**src/rtl/atomik_acc_sched.sv**
```systemverilog
// Round-robin arbiter that turns requester ACCUM/LOAD/READ ops into
// accumulator-core strobes and returns read data to the issuing requester.
module atomik_acc_sched #(
    parameter int N_REQ    = 2,
    parameter int READ_LAT = 2
) (
    input  logic                 sys_clk,
    input  logic                 sys_rst_n,
    input  logic [N_REQ-1:0]     req_valid,
    input  logic [2*N_REQ-1:0]   req_op,
    input  logic [64*N_REQ-1:0]  req_data,
    output logic [N_REQ-1:0]     req_ready,
    output logic                 acc_delta_valid,
    output logic [63:0]          acc_delta_in,
    output logic                 acc_load_initial,
    output logic [63:0]          acc_initial_state_in,
    input  logic [63:0]          acc_current_state,
    output logic [N_REQ-1:0]     rsp_valid,
    output logic [63:0]          rsp_data,
    output logic                 busy,
    output logic                 err_op,
    output logic [15:0]          ops_issued
);

    localparam int IW = (N_REQ > 1) ? $clog2(N_REQ) : 1;

    localparam logic [1:0] OP_ACCUM = 2'b00;
    localparam logic [1:0] OP_LOAD  = 2'b01;
    localparam logic [1:0] OP_READ  = 2'b10;

    typedef enum logic [1:0] {
        ARB,
        RD_WAIT,
        RESP
    } state_t;

    state_t             state_q;
    logic [IW-1:0]      rr_ptr_q;
    logic [IW-1:0]      rr_ptr_d;
    logic [IW-1:0]      rd_idx_q;
    logic [2:0]         cnt_q;
    logic [15:0]        ops_q;
    logic [15:0]        ops_d;
    logic               dv_q;
    logic [63:0]        din_q;
    logic               ld_q;
    logic [63:0]        ldv_q;
    logic [N_REQ-1:0]   rsp_v_q;
    logic [63:0]        rsp_d_q;
    logic               err_q;

    logic               gnt_found;
    logic [IW-1:0]      gnt_idx;
    logic [1:0]         gnt_op;
    logic [63:0]        gnt_data;
    logic [N_REQ-1:0]   rsp_onehot;

    // Scan upward from rr_ptr; the first valid requester wins.
    always_comb begin
        int idx;
        idx       = 0;
        gnt_found = 1'b0;
        gnt_idx   = '0;
        req_ready = '0;
        if (state_q == ARB) begin
            for (int k = 0; k < N_REQ; k++) begin
                idx = (int'(rr_ptr_q) + k) % N_REQ;
                if (!gnt_found && req_valid[idx]) begin
                    gnt_found = 1'b1;
                    gnt_idx   = IW'(idx);
                end
            end
        end
        if (gnt_found) begin
            req_ready[gnt_idx] = 1'b1;
        end
    end

    assign gnt_op   = req_op[2*int'(gnt_idx) +: 2];
    assign gnt_data = req_data[64*int'(gnt_idx) +: 64];

    assign rr_ptr_d = gnt_found
                    ? IW'((int'(gnt_idx) + 1) % N_REQ)
                    : rr_ptr_q;

    assign ops_d = ops_q + 16'(gnt_found &&
                   (gnt_op == OP_ACCUM || gnt_op == OP_LOAD));

    assign rsp_onehot = N_REQ'(1) << rd_idx_q;

    always_ff @(posedge sys_clk or negedge sys_rst_n) begin
        if (!sys_rst_n) begin
            state_q  <= ARB;
            rr_ptr_q <= '0;
            rd_idx_q <= '0;
            cnt_q    <= '0;
            ops_q    <= '0;
            dv_q     <= 1'b0;
            din_q    <= '0;
            ld_q     <= 1'b0;
            ldv_q    <= '0;
            rsp_v_q  <= '0;
            rsp_d_q  <= '0;
            err_q    <= 1'b0;
        end else begin
            dv_q     <= 1'b0;
            ld_q     <= 1'b0;
            err_q    <= 1'b0;
            rsp_v_q  <= '0;
            rr_ptr_q <= rr_ptr_d;
            ops_q    <= ops_d;
            unique case (state_q)
                ARB: begin
                    if (gnt_found) begin
                        unique case (gnt_op)
                            OP_ACCUM: begin
                                dv_q  <= 1'b1;
                                din_q <= gnt_data;
                            end
                            OP_LOAD: begin
                                ld_q  <= 1'b1;
                                ldv_q <= gnt_data;
                            end
                            OP_READ: begin
                                state_q  <= RD_WAIT;
                                cnt_q    <= 3'(READ_LAT - 1);
                                rd_idx_q <= gnt_idx;
                            end
                            default: err_q <= 1'b1;
                        endcase
                    end
                end
                RD_WAIT: begin
                    if (cnt_q == 3'd0) begin
                        rsp_d_q <= acc_current_state;
                        rsp_v_q <= rsp_onehot;
                        state_q <= RESP;
                    end else begin
                        cnt_q <= cnt_q - 3'd1;
                    end
                end
                RESP: state_q <= ARB;
                default: state_q <= ARB;
            endcase
        end
    end

    assign acc_delta_valid      = dv_q;
    assign acc_delta_in         = din_q;
    assign acc_load_initial     = ld_q;
    assign acc_initial_state_in = ldv_q;
    assign rsp_valid            = rsp_v_q;
    assign rsp_data             = rsp_d_q;
    assign err_op               = err_q;
    assign ops_issued           = ops_q;
    assign busy                 = (state_q != ARB);

endmodule

```
**config.mk**
```make
export PLATFORM = sky130hd
export DESIGN_NAME = atomik_acc_sched
export DESIGN_NICKNAME = d
export VERILOG_FILES = /design/src/rtl/atomik_acc_sched.sv
export SDC_FILE = /design/constraint.sdc
export NUM_CORES = 1
export LEC_CHECK = 0
export ABC_CLOCK_PERIOD_IN_PS = 4100
export CAP_MARGIN = 20
export CORE_AREA = 2 2 163 165
export DETAILED_ROUTE_END_ITERATION = 12
export DIE_AREA = 0 0 165 167
export GPL_TIMING_DRIVEN = 0
export HOLD_SLACK_MARGIN = 0.08
export PLACE_DENSITY = 0.7
export SETUP_SLACK_MARGIN = 0.02
export SYNTH_ARGS = -nofsm -noshare
export SYNTH_HDL_FRONTEND = slang
export SYNTH_SLANG_ARGS = --single-unit
```
**constraint.sdc**
```tcl
create_clock -name sys_clk -period 4.1 [get_ports sys_clk]
set_clock_uncertainty 0.2 [all_clocks]
set_input_delay 0.615 -clock sys_clk [delete_from_list [all_inputs] [get_ports sys_clk]]
set_output_delay 0.615 -clock sys_clk [all_outputs]
set_load 0.01 [all_outputs]
```
==> results.cfg <==
[setup_path]
cp.arrival_ns = 3.31
crit_type = in -> reg
end_kind = register
startpoint_type = input pin
path_max_fanout = 6
required_ns = 4.31

[grt]
grt_pass1_vias = 8190
grt_usage_pct = 22.4
overflow = 0
grt_pass1_wl_mm = 47.5
grt_max_degree = 121
antenna_found_initial = 2

[logic_synthesis]
ys_ff_latch = 220
ys_warn_count = 0
ys_types = 34
avgSynthCellArea_um2 = 11.1
synth_area_mm2 = 0.00900
synth_cells = 809
synthesis.nets = 1014
seq_area_frac_synth_pct = 61.2

[layout]
final_area_mm2 = 0.0144
n_antenna_cell = 0
finalNonFillerCells = 1603
area_growth_pct = 60.0
final_cell_mix = clkdlybuf4s50_1 (414), dfrtp_1 (220), inv_1 (134), a21oi_1 (131), o22ai_1 (129)
nets = 1458
layout_commonest_cell = clkdlybuf4s50_1
drive_gt1_share_pct = 10.3

[place]
place_area_mm2 = 0.0136
placedCellCount = 1560
io_buffers = 415
routabilityCongestion = 0.820
dpl.hpwl_mm = 23.4
place_worst_setup_slack_ns = 0.512

[floorplan]
die_area_mm2 = 0.0276
initial_core_util_pct = 34.9
core_mm2 = 0.0258
rows = 59
fp.dieH_um = 167
die_w_um = 165
io_pins = 416

[clock_tree]
cts.clk_slew.worst_paths_ns = 0.06
h-tree-depth = 1
cts-root-buf = clkbuf_16
cts_buffers = 25
cts_resized = 0
clk_latency_ns = 0.52
postCtsSetupBuffers = 0
clockBufferDepth = 3
clkSinkCount = 220
cts_tree = yes

[route]
vias = 7935
drcViolationCount = 0
wl_per_cell_um = 19.8
routed_via_density = 4.95
ant_nets = 0
drt-total-wl_mm = 31.7
drtPass1Iterations = 4
drtIter0Drc = 406

[pwr]
powerDensity_mw_per_mm2 = 713
leakagePower_nw = 6.43
vdd_drop_max_v = 0.000424
power.total_mw = 10.3

[sta]
drv_slew = 0
hold_viol_final = 0
worst_slack_ns = 1.01
max_freq_mhz = 323
setup_tns_ns = 0
relSlewSlack_pct = 45.2
worst_pin_slew_ns = 0.822
rsz0062_at_grt = false
period_share_pct = 75.5
min_period_ns = 3.09
setup_viol = 0

[outcome]
status = complete, no violations

[worst_hold_path]
worst_hold_path_type = reg -> reg

[job]
max-cap-violations = 0
==> flip-flops by register name, indices dropped and copies added (netlist names) <==
register	cells
acc_delta_in	64
acc_initial_state_in	64
rsp_data	64
ops_issued	16
cnt_q	3
rsp_valid	2
state_q	2
acc_delta_valid	1
acc_load_initial	1
err_op	1
rd_idx_q	1
rr_ptr_q	1
==> metal layers <==
layer	share of wire (%)	up-vias	wire (um)	GRT usage (%)
met2	48	322	15300	38.0
met5	0.10	-	32	0
met4	3.1	4	975	6.88
li1	-	3699	-	-
met1	39	3841	12300	26.8
met3	9.6	69	3060	7.45
==> worst max-delay path, stage by stage <==
cell             delay, ns
clkdlybuf4s50_1       0.45
nand2b_1              0.13
and3_1                0.16
clkbuf_1              0.25
mux2_2                0.37
nor2_1                0.16
ha_1                  0.23
nand2_1               0.08
nor3_1                0.51
nand4_1               0.19
xnor2_1               0.15
==> power by group <==
part           switching [mW]  internal, mW  total (mW)  leakage, nW
Sequential              0.534          3.15        3.69         2.51
Combinational            1.91          2.51        4.42         3.53
Clock                   0.891          1.26        2.15        0.386
Total                    3.33          6.93        10.3         6.43
==> synthesized netlist by cell type <==
library cell,instances,area share [%]
a21bo_2,1,0.11
a21boi_0,1,0.083
a21oi_1,131,7.3
a22o_1,1,0.097
and2_1,4,0.28
and3_1,2,0.14
and4_1,1,0.097
buf_1,8,0.33
buf_2,14,0.78
buf_4,4,0.33
buf_6,5,0.63
clkbuf_1,19,0.79
dfrtp_1,220,61
ha_1,5,0.70
inv_1,134,5.6
mux2_1,3,0.38
mux2_2,63,7.9
nand2_1,13,0.54
nand2b_1,3,0.21
nand3_1,9,0.50
nand3b_1,1,0.083
nand4_1,2,0.14
nand4b_1,2,0.19
nor2_1,8,0.33
nor2b_1,2,0.14
nor3_1,4,0.22
nor3b_2,1,0.14
nor4b_2,1,0.17
o21ai_0,1,0.056
o22a_1,1,0.097
o22ai_1,129,9.0
or3_1,2,0.14
xnor2_1,10,0.97
xor2_1,4,0.39
==> area by class of cell <==
class / instances / area [um^2]
buffer: 50 / 258
clock buffer: 33 / 706
clock inverter: 9 / 78.8
fill: 2246 / 11400
inverter: 134 / 503
multi-input combinational: 405 / 2730
sequential: 220 / 5510
tap: 335 / 419
timing repair buffer: 417 / 4200
==> stage by stage <==
stage / hold slack, ns / utilization, %
2_1_floorplan: 0.119 / -
3_3_place_gp: 0.270 / 52.7
3_5_place_dp: 0.275 / 52.8
4_1_cts: 0.292 / 55.9
5_1_grt: 0.315 / 55.9
6_report: 0.289 / 55.9
==> repair_timing <==
item                                    in CTS  in global routing
endpoints found under the setup margin       0                  0
hold buffers                                 1                  0
endpoints found under the hold margin      100                  0
==> cell families after synthesis <==
logic type / share of synthesized area, %
buf+inv: 8.46
fa+ha+maj: 0.695
xor+xnor: 1.36
compound gates: 16.7
mux: 8.26
simple gates: 3.32
flops: 61.2
==> worst paths after layout <==
kind | endpoint | slack [ns] | start | cells past startpoint
setup / recovery | ops_issued[15] | 1.01 | req_valid[0] | 11
hold / removal | ops_issued[15] | 0.29 | ops_issued[15] | 1
setup reg to reg | ops_issued[15] | 1.06 | state_q[0] | 10
hold reg to reg | ops_issued[15] | 0.29 | ops_issued[15] | 1
max in group asynchronous | rsp_data[16] | 2.18 | sys_rst_n | 3
min in group asynchronous | rsp_data[55] | 0.50 | sys_rst_n | 2
No activity file was read; power rests on OpenSTA's default activity.
==> patch 1 (same settings) <==
Set the parameter `N_REQ` to 1 (it was 2).
--- a/src/rtl/atomik_acc_sched.sv
+++ b/src/rtl/atomik_acc_sched.sv
@@ -1,7 +1,7 @@
 // Round-robin arbiter that turns requester ACCUM/LOAD/READ ops into
 // accumulator-core strobes and returns read data to the issuing requester.
 module atomik_acc_sched #(
-    parameter int N_REQ    = 2,
+    parameter int N_REQ    = 1,
     parameter int READ_LAT = 2
 ) (
     input  logic                 sys_clk,
Interface: changed (5 resized); port bits go from 416 to 347. No check against the original RTL was run, so the function may have changed too.
==> patch 1 against the original RTL <==
- count of clock-buffer cells in the layout up 3
- synthesized area decreased by 6.4%
- synthesized cell count shrank 39%
- global-route usage down 6.7 points
- sequential cell count is 3 lower
- routed wire length decreased by 31%
- setup slack better by 250 ps
- final area shrank 8.9%
- utilization shrank 5.0 points
- non-clock buffer count down 97
- power down 0.96%
- clock power decreased by 3%
- critical path type is now flop to output pin
- largest cell class unchanged
- highest routed layer is now met4
==> patch 1: results (changes against the original RTL) <==
Post-DP HPWL -> 15800 um (-32%)
Largest net degree at the start of global routing -> 113 (-6.6%)
Filler cells -> 2199 (-2.1%)
CTS Buf Count -> 24 (-4.0%)
Status -> completed
Via count -> 5472 (-31%)
Nets@finish -> 1005 (-31%)
Global Route Usage Sum -> 15.7% (-6.7 points)
Share of cells above drive strength 1 -> 23.2% (+13 points)
First DRT Iteration DRCs -> 201 (-50%)
Initial antenna violation count -> 1 (-1)
Worst EP arrival -> 2030 ps (-1280 ps)
VDD IR max -> 0.542 mV (+28%)
IO Port Bufs -> 346 (-17%)
Routed vias/inst -> 4.48 (-9.5%)
Post-Syn Nets -> 631 (-38%)
Commonest cells post-synth -> dfrtp_1, mux2_2, mux2_1, mux2_4
Tightest Pin Transition -> 812 ps (-9.46 ps)
Leak Pwr -> 0.00566 uW (-12%)
R2r setup slk -> 1880 ps (+820 ps)
Unique cell type count in the Yosys netlist -> 31 (-8.8%)
Placed Area -> 12300 sq um (-9.3%)
Vias in the first global route -> 5982 (-27%)
Wire per inst -> 17.9 um (-9.8%)
R2R Path Start -> cnt_q[0]$_DFFE_PN0P_
[patch 1: cell count changes after synthesis, moves of 8 or more]
cell,before,now
a21oi_1,131,1
buf_1,8,0
clkbuf_1,19,1
inv_1,134,5
mux2_1,3,49
mux2_2,63,94
mux2_4,0,49
nand2_1,13,4
o22ai_1,129,0
[patch 1: worst max-delay path: stages, from the launching register on]
cell and delay, ps:
dfrtp_1 480, or2_2 340, nor2_1 120, clkdlybuf4s50_1 580
[patch 1: power groups by stage]
stage	logic, uW	registers (uW)	clock network [uW]
3_3_place_gp	4360	3700	0
2_1_floorplan	1320	4180	0
3_5_place_dp	4410	3730	0
4_1_cts	4440	3720	2170
6_report	4360	3710	2090
5_1_grt	4630	3850	2260
[patch 1: worst max path at each step]
stage	slack (ps)	end	cells after the start	from
6_report	1260	req_ready	3	state_q[1]$_DFFE_PN0P_
4_1_cts	1210	req_ready	3	state_q[1]$_DFFE_PN0P_
3_5_place_dp	1320	ops_issued[8]$_DFF_PN0_	7	req_op[1]
5_1_grt	1140	req_ready	3	state_q[1]$_DFFE_PN0P_
2_1_floorplan	2010	ops_issued[8]$_DFF_PN0_	6	req_op[1]
3_3_place_gp	-7340	acc_delta_in[56]$_DFFE_PN0P_	1	sys_rst_n
[patch 1: metrics by stage]
stage | total power (uW) | setup slack, ps
CTS | 10300 | 1210
detailed placement | 8150 | 1320
finish | 10200 | 1260
global placement | 8060 | -7340
global route | 10700 | 1140
floorplan | 5500 | 2010
[patch 1: cells by family after synthesis]
group                    Yosys count  synth area share [%]
AO/OA/AOI/OAI                      5                 0.446
multiplexers                     192                  27.9
flip-flops                       217                  64.5
buffers and inverters             27                  2.41
XOR/XNOR                          14                  1.46
adder cells (fa/ha/maj)            5                 0.743
AND/OR/NAND/NOR                   33                  2.60
[patch 1: layer usage]
layer / vias up / wire length [um] / global-route usage (%)
li1: 2494 / - / -
met1: 2749 / 8790 / 19.2
met2: 189 / 10700 / 26.3
met3: 40 / 1670 / 4.68
met4: 0 / 656 / 5.56
met5: - / 0 / 0
[patch 1: what timing repair did]
| action | CTS | global route |
|---|---|---|
| hold buffers | 1 | 0 |
| buffers inserted | 0 | 0 |
| setup endpoints to repair | 0 | 0 |
| endpoints found under the hold margin | 105 | 0 |
[patch 1: cell type report]
| class | count | area (sq um) | share of cell area [%] |
|---|---|---|---|
| Buffer | 22 | 184 | 1.40 |
| Tap cell | 335 | 419 | 3.20 |
| Clock inverter | 8 | 72.6 | 0.553 |
| Antenna cell | 1 | 2.50 | 0.0191 |
| Inverter | 5 | 18.8 | 0.143 |
| Clock buffer | 36 | 697 | 5.31 |
| Sequential cell | 217 | 5430 | 41.4 |
| Timing Repair Buffer | 348 | 3510 | 26.7 |
| Multi-Input combinational cell | 249 | 2790 | 21.3 |
==> patch 2 (config.mk and constraints unchanged) <==
Without the edit above. Register the output `err_op` once more, with the module's reset; this adds one clock of latency there. The other outputs are not delayed to match.
--- a/src/rtl/atomik_acc_sched.sv
+++ b/src/rtl/atomik_acc_sched.sv
@@ -151,7 +151,13 @@
     assign acc_initial_state_in = ldv_q;
     assign rsp_valid            = rsp_v_q;
     assign rsp_data             = rsp_d_q;
-    assign err_op               = err_q;
+    always_ff @(posedge sys_clk or negedge sys_rst_n) begin
+        if (!sys_rst_n) begin
+            err_op <= '0;
+        end else begin
+            err_op <= err_q;
+        end
+    end
     assign ops_issued           = ops_q;
     assign busy                 = (state_q != ARB);
 
Behaviour: not the same (Yosys sat finds a counterexample within 4 cycles, from zero or initial values and one cycle with sys_rst_n low).
==> patch 2 against the original RTL <==
- combinational power barely moved
- routed wire length fell by 1.8%
- final area rose by 0.71%
- power rose by 2.0%
- utilization rose by 0.40 points
- setup slack improved by 46 ps
- synthesized area rose by 0.28%
- die area did not move
- hold slack got worse by 140 ps
- sequential cell count rose by 1
- critical path type is now input pin to output pin
- largest cell class unchanged
- highest routed layer is now met4
==> patch 2: results (changes against the original RTL) <==
VDD IR max -> 0.568 mV (+34%)
Commonest cells post-synth -> dfrtp_1, inv_1, a21oi_1, o22ai_1, mux2_2
Global Route Usage Sum -> 22.1% (-0.35 points)
Leak Pwr -> 0.00648 uW (+0.82%)
Worst EP arrival -> 2230 ps (-1080 ps)
Biggest cell delay along the critical path -> 620 ps (+110 ps)
Filler cells -> 2255 (+0.40%)
First-pass GRT wire length -> 47100 um (-0.97%)
Sequential fraction of the synthesis area -> 61.3% (+0.11 points)
Met3 usage -> 6.60% (-0.85 points)
Top routing layer in use -> met4
Sequential Power Share -> 35.3% (-0.7 points)
M1 WL -> 12100 um (-1.8%)
Vias in the first global route -> 8207 (+0.21%)
Final GP Congestion -> 0.827 (+0.88%)
Status -> completed
Ranking of synthesized cells by area -> dfrtp_1, o22ai_1, mux2_2
Worst rel slew slack -> 42.7% (-2.6 points)
Via count -> 7991 (+0.71%)
Clk pwr share -> 22.4% (+1.4 points)
Post-DP HPWL -> 22900 um (-2.0%)
Met2 WL -> 15200 um (-0.96%)
Met1 usage -> 26.3% (-0.54 points)
Routed wl met3 -> 2780 um (-9.1%)
Post-Syn Nets -> 1015 (+0.099%)
First DRT Iteration DRCs -> 447 (+10%)
-- patch 2: layout make-up --
type / count / area share [%]
Buffer: 50 / 1.78
Inverter: 134 / 3.47
Clock inverter: 7 / 0.932
Multi-Input combinational cell: 405 / 18.8
Clock buffer: 36 / 5.01
Timing Repair Buffer: 417 / 28.9
Sequential cell: 221 / 38.1
Tap cell: 335 / 2.89
-- patch 2: path summary, 6_finish.rpt --
path                                                   endpoint  cells past startpoint                    from  slack (ps)
max in group asynchronous  acc_initial_state_in[15]$_DFFE_PN0P_                      3               sys_rst_n        2140
setup / recovery                                   req_ready[1]                      5            req_valid[0]        1050
min in group asynchronous               ops_issued[3]$_DFF_PN0_                      2               sys_rst_n         520
setup reg to reg                       ops_issued[15]$_DFF_PN0_                     10  state_q[0]$_DFFE_PN0P_        1140
hold reg to reg                                err_op$_DFF_PN0_                      0         err_q$_DFF_PN0_         150
hold / removal                                 err_op$_DFF_PN0_                      0         err_q$_DFF_PN0_         150
-- patch 2: metrics by stage --
stage          power, uW  setup TNS [ps]  instance area [sq um]  std cells
6_report           10500               0                  14500       1605
3_3_place_gp        8100        -1664060                  13600       1560
5_1_grt            11100               0                  14500       1605
4_1_cts            10600               0                  14500       1605
3_5_place_dp        8190               0                  13600       1561
2_1_floorplan       5440               0                   9020        810
-- patch 2: cell families after synthesis --
group	synth area share [%]
AO/OA/AOI/OAI	16.7
XOR/XNOR	1.36
adder cells (fa/ha/maj)	0.693
buffers and inverters	8.43
flip-flops	61.3
multiplexers	8.24
AND/OR/NAND/NOR	3.31
-- patch 2: critical path, delay by kind of cell --
family                 cells  cell delay, ps
buffers and inverters      3            1330
AND/OR/NAND/NOR            2             290
-- patch 2: repair_timing --
action                                 4_1_cts  5_1_grt
buffers inserted                             0        0
endpoints found under the hold margin      104        0
hold buffers                                 1        0
